### src/rtl/timer_ctrl.sv
`default_nettype none
// ---------------------------------------------------------------------------
// timer_ctrl : bus-mapped timer controller that extends a narrow timer count
//              with an overflow epoch and raises a compare-match interrupt.
// Revision   : 1.0  initial release
// ---------------------------------------------------------------------------
module timer_ctrl #(
  parameter int NS_CNT_WIDTH = 2,
  parameter int EPOCH_WIDTH  = 30
) (
  input  logic                    clk,
  input  logic                    rst,
  input  logic [NS_CNT_WIDTH-1:0] ns_cnt_i,
  input  logic                    overflow_i,
  output logic                    to_clear_timer_o,
  input  logic                    req_i,
  input  logic                    we_i,
  input  logic [1:0]              addr_i,
  input  logic [31:0]             wdata_i,
  output logic [31:0]             rdata_o,
  output logic                    ack_o,
  output logic                    irq_o
);

  localparam logic [1:0] C_ADDR_CTRL   = 2'd0;
  localparam logic [1:0] C_ADDR_STATUS = 2'd1;
  localparam logic [1:0] C_ADDR_TIME   = 2'd2;
  localparam logic [1:0] C_ADDR_CMP    = 2'd3;

  typedef enum logic [1:0] {
    S_IDLE  = 2'd0,
    S_CLEAR = 2'd1,
    S_WAIT  = 2'd2
  } state_t;

  state_t                  r_state;
  state_t                  w_next;
  logic [EPOCH_WIDTH-1:0]  r_epoch;
  logic                    r_irq_en;
  logic                    r_match;
  logic                    r_ovf;
  logic                    r_ge_d;
  logic [31:0]             r_cmp;
  logic [31:0]             r_rdata;
  logic                    r_ack;
  logic                    r_irq;

  logic                    w_wr;
  logic                    w_rd;
  logic                    w_clr_wr;
  logic                    w_status_wr;
  logic                    w_ovf_inc;
  logic                    w_ge;
  logic                    w_match_set;
  logic [31:0]             w_time;
  logic [31:0]             w_rdata;

  assign w_wr        = req_i && we_i;
  assign w_rd        = req_i && !we_i;
  assign w_clr_wr    = w_wr && (addr_i == C_ADDR_CTRL) && wdata_i[1];
  assign w_status_wr = w_wr && (addr_i == C_ADDR_STATUS);
  // A software clear in the same cycle overrides the overflow increment.
  assign w_ovf_inc   = (r_state == S_IDLE) && overflow_i && !w_clr_wr;
  assign w_time      = {r_epoch, ns_cnt_i};
  assign w_ge        = (w_time >= r_cmp);
  // Match is edge-triggered so a W1C can clear it while TIME stays above CMP.
  assign w_match_set = w_ge && !r_ge_d;

  always_ff @(posedge clk or posedge rst) begin
    if (rst) begin
      r_state <= S_IDLE;
    end else begin
      r_state <= w_next;
    end
  end

  always_comb begin
    w_next           = r_state;
    to_clear_timer_o = 1'b0;
    case (r_state)
      S_IDLE: begin
        if (overflow_i || w_clr_wr) begin
          w_next = S_CLEAR;
        end
      end
      S_CLEAR: begin
        to_clear_timer_o = 1'b1;
        w_next           = S_WAIT;
      end
      S_WAIT: begin
        if (!overflow_i) begin
          w_next = S_IDLE;
        end
      end
      default: w_next = S_IDLE;
    endcase
  end

  always_ff @(posedge clk or posedge rst) begin
    if (rst) begin
      r_epoch  <= '0;
      r_irq_en <= 1'b0;
      r_match  <= 1'b0;
      r_ovf    <= 1'b0;
      r_ge_d   <= 1'b0;
      r_cmp    <= 32'hFFFF_FFFF;
      r_irq    <= 1'b0;
    end else begin
      r_ge_d <= w_ge;
      r_irq  <= r_match && r_irq_en;
      if (w_clr_wr) begin
        r_epoch <= '0;
      end else if (w_ovf_inc) begin
        r_epoch <= r_epoch + 1'b1;
      end
      if (w_wr && (addr_i == C_ADDR_CTRL)) begin
        r_irq_en <= wdata_i[0];
      end
      if (w_wr && (addr_i == C_ADDR_CMP)) begin
        r_cmp <= wdata_i;
      end
      r_match <= w_match_set || (r_match && !(w_status_wr && wdata_i[0]));
      r_ovf   <= w_ovf_inc   || (r_ovf   && !(w_status_wr && wdata_i[1]));
    end
  end

  always_comb begin
    w_rdata = 32'd0;
    case (addr_i)
      C_ADDR_CTRL:   w_rdata = {31'd0, r_irq_en};
      C_ADDR_STATUS: w_rdata = {30'd0, r_ovf, r_match};
      C_ADDR_TIME:   w_rdata = w_time;
      C_ADDR_CMP:    w_rdata = r_cmp;
      default:       w_rdata = 32'd0;
    endcase
  end

  always_ff @(posedge clk or posedge rst) begin
    if (rst) begin
      r_ack   <= 1'b0;
      r_rdata <= 32'd0;
    end else begin
      r_ack   <= req_i;
      r_rdata <= w_rd ? w_rdata : 32'd0;
    end
  end

  assign ack_o   = r_ack;
  assign rdata_o = r_rdata;
  assign irq_o   = r_irq;

endmodule
`default_nettype wire
### config.mk
export PLATFORM = sky130hd
export DESIGN_NAME = timer_ctrl
export DESIGN_NICKNAME = d
export VERILOG_FILES = /design/src/rtl/timer_ctrl.sv
export SDC_FILE = /design/constraint.sdc
export NUM_CORES = 1
export LEC_CHECK = 0
export ABC_CLOCK_PERIOD_IN_PS = 4800
export BUFFER_PORTS_ARGS = -buffer_cell sky130_fd_sc_hd__buf_2
export CAP_MARGIN = 20
export CORE_MARGIN = 1.5
export CORE_UTILIZATION = 62
export CTS_BUF_LIST = sky130_fd_sc_hd__clkbuf_16
export DETAILED_ROUTE_END_ITERATION = 8
export GPL_ROUTABILITY_DRIVEN = 0
export GPL_TIMING_DRIVEN = 0
export PLACE_DENSITY = 0.87
export SLEW_MARGIN = 20
export SYNTH_ARGS = -nofsm -noshare
export SYNTH_HDL_FRONTEND = slang
export SYNTH_SLANG_ARGS = --single-unit
### constraint.sdc
create_clock -name clk -period 4.8 [get_ports clk]
set_input_delay 0.96 -clock clk [delete_from_list [all_inputs] [get_ports clk]]
set_output_delay 0.96 -clock clk [all_outputs]
set_load 0.005 [all_outputs]
==> summary.md <==
| Metric | Value |
|---|---|
| Postcts setup bufs | `0` |
| Area grow syn2layout | `16.7%` |
| Worst skew pair latency | `0.35 ns` |
| Initial antenna violation count | `0` |
| Syn_area_per_cell | `10.9 µm²` |
| Post-synth top cells | `dfrtp_1, nor2_1, inv_1` |
| Pwr/cell area | `385 nW/µm²` |
| Critical Path Sink Type | `flip-flop` |
| Cts repair resizes | `0` |
| Max incr delay on CP | `0.42 ns` |
| Die footprint | `8910 µm²` |
| Status | `complete, no violations` |
| Endpoints failing setup | `0` |
| Worst-path cell with the longest stage delay | `a2111oi_0` |
| Rel. slew slack | `46.9%` |
| Register bit total from synthesis | `102` |
| Port Buffers | `75` |
| Max Cap Viol | `0` |
| Vias in the first global route | `3,971` |
| Post-Syn Instances | `475` |
| R2R Setup Slk | `2.67 ns` |
| DR WL/cell | `16.4 µm` |
| Post-synth ARST share | `100%` |
| CTS Buffer Depth | `2` |
| # IOs | `76` |
| Util after Layout | `74.3%` |
| Clock root buffer | `clkbuf_16` |
| Share of layout cells above drive strength 1 | `29.3%` |
| Chip width | `94.4 µm` |
| Mapped Area | `5180 µm²` |
| Gr usage total | `27.0%` |
| Critical Path RT | `5.00 ns` |
| Syn nets | `549` |
| Endpoints failing hold | `0` |
| Netlist cell types | `44` |
| Post-Route Skew | `0.0123 ns` |
| DRT iter0 DRCs | `235` |
| H-tree levels | `3` |
| CP bufs+invs | `2` |
| Area leader, netlist | `dfrtp_1` |
| TritonCTS clock tree | `yes` |
| Crit-path cells | `buf_2 > inv_1 > ha_1 > nand2b_1 > a2111oi_0 > nor4b_1 > o311ai_0 > nand3_1` |
| Max Fanout on Critical Path | `2` |
| # diodes | `0` |
| Gr ovfl total | `0` |
| Delay-heaviest family, CP | `compound AO/OA/AOI/OAI gates` |
| Tightest Pin Transition | `0.795 ns` |
| Worst min path class | `flip-flop to flip-flop` |
| Die height | `94.4 µm` |
| Max Freq | `421 MHz` |
| Most frequent cell after synthesis | `dfrtp_1` |
| Nets | `636` |
| Worst Path Class, Setup | `input pin to flip-flop` |
| Final min period | `2.38 ns` |
| DR vias/cell | `5.81` |
| Total Routed Length | `11.0 mm` |
| Startpoint types | `input pin` |
| Clock transition at path regs | `0.07 ns` |
| Hold Buf Count CTS | `0` |
| Row count | `33` |
| Post-synthesis sequential area ratio | `50.1%` |
| Routed Antenna Nets | `0` |
| Global-route wire length before repair | `18.5 mm` |
| Total CTS buffers | `9` |
| Yosys warns | `0` |
| RSZ-0062 raised after global routing | `no` |
| Post-DP HPWL | `7.68 mm` |
| Pin count of the biggest net entering global routing | `70` |
| Clk sinks | `102` |
| Worst VDD drop | `0.230 mV` |
| Slew Viols, Final | `0` |
| WP data arrival | `2.58 ns` |
| Top cell type's share of synthesized area | `33.8%` |
| Vias | `3,901` |
| Pre-Repair DR Iteration Count | `5` |
| Hold Slack | `0.515 ns` |
| DRC | `0` |
| Post-synth EDFFs | `0` |
| Final Cycle Share | `49.5%` |
| Top post-synthesis cells by area | `dfrtp_1, dfstp_2, ha_1` |
| Starting density of the core | `63.7%` |
| Post-synth top flop | `dfrtp_1` |
| Setup tns final | `0 ns` |
| Lkg Pwr | `3.03 nW` |
| Core ar. | `8130 µm²` |
## logic make-up after synthesis
logic type                 after synthesis  synth area share, %
AOI/OAI and AO/OA                       35                 4.08
xor gates and xnor gates                26                 4.40
adders and majority gates               33                 7.97
buffers and inverters                   56                 4.13
DFF                                    102                 50.1
muxes                                   67                 14.0
and+or+nand+nor                        156                 15.3
## layout make-up
| type | instances | area [µm²] |
|---|---|---|
| Buffer | 17 | 67.6 |
| Clock buffer | 9 | 225 |
| Clock inverter | 7 | 101 |
| Fill cell | 555 | 2090 |
| Inverter | 39 | 151 |
| Multi-Input combinational cell | 317 | 2370 |
| Sequential cell | 102 | 2590 |
| Tap cell | 105 | 131 |
| Timing Repair Buffer | 76 | 403 |
## stage by stage
stage	cells	area, µm²	power, W	setup slack, ns
global placement	655	5690	0.00149	0.248
finish	672	6040	0.00233	2.42
CTS	672	6040	0.00234	2.44
floorplan	475	5180	0.00140	1.22
global route	672	6040	0.00244	2.28
detailed placement	656	5720	0.00154	2.11
## cells in the final DEF (no fill, tap or decap), types with 3 or more instances in the layout
cell type	synthesis	routed
buf_2	0	75
dfrtp_1	70	70
nor2_1	64	64
inv_1	39	38
mux2_2	35	35
ha_1	33	33
dfstp_2	32	32
mux2i_1	31	31
nand2_1	18	18
xnor2_1	18	18
nand3_1	17	17
a21oi_1	17	17
clkbuf_1	14	14
nand4_1	13	13
clkbuf_16	0	9
nor4_1	8	8
xor2_1	8	8
o21ai_0	7	7
and2_1	6	6
nor3_1	6	6
inv_6	0	4
and3_1	3	3
and4_1	3	3
or3_1	3	3
## worst paths after layout
path | depth (start not counted) | endpoint | from
setup reg to reg | 5 | r_epoch[29]$_DFFE_PP0P_ | r_state[1]$_DFFE_PP0P_
hold reg to reg | 1 | r_state[0]$_DFFE_PP0P_ | r_state[0]$_DFFE_PP0P_
hold / removal | 1 | r_state[0]$_DFFE_PP0P_ | r_state[0]$_DFFE_PP0P_
setup / recovery | 8 | r_match$_DFF_PP0_ | ns_cnt_i[0]
max in group asynchronous | 3 | r_cmp[21]$_DFFE_PP1P_ | rst
min in group asynchronous | 2 | rdata_o[1]$_DFF_PP0_ | rst
## where the power goes
group,leakage (nW),internal (W),switching [W]
clock network,0.153,0.000463,0.000337
registers,1.29,0.00101,0.0000986
logic,1.59,0.000206,0.000213
total,3.03,0.00168,0.000649
## metal layers
metal / wire (µm) / up-vias / track usage [%]
met5: 0 / - / 0
met4: 322 / 0 / 13.6
met3: 495 / 31 / 4.35
met2: 5650 / 121 / 46.2
met1: 4560 / 1941 / 33.0
li1: - / 1808 / -
## worst register-to-register path: stages (launching register included)
cell	delay [ns]
dfrtp_1	0.42
and4bb_2	0.40
nand2_1	0.17
or3_4	0.46
or3_1	0.37
a21oi_1	0.21
## state kept, by name, indices dropped and copies added, names as in the netlist
name / cells
ack_o: 1
irq_o: 1
r_cmp: 32
r_epoch: 30
r_ge_d: 1
r_irq_en: 1
r_match: 1
r_ovf: 1
r_state: 2
rdata_o: 32
Note: power is estimated with default switching activity, not from simulation.
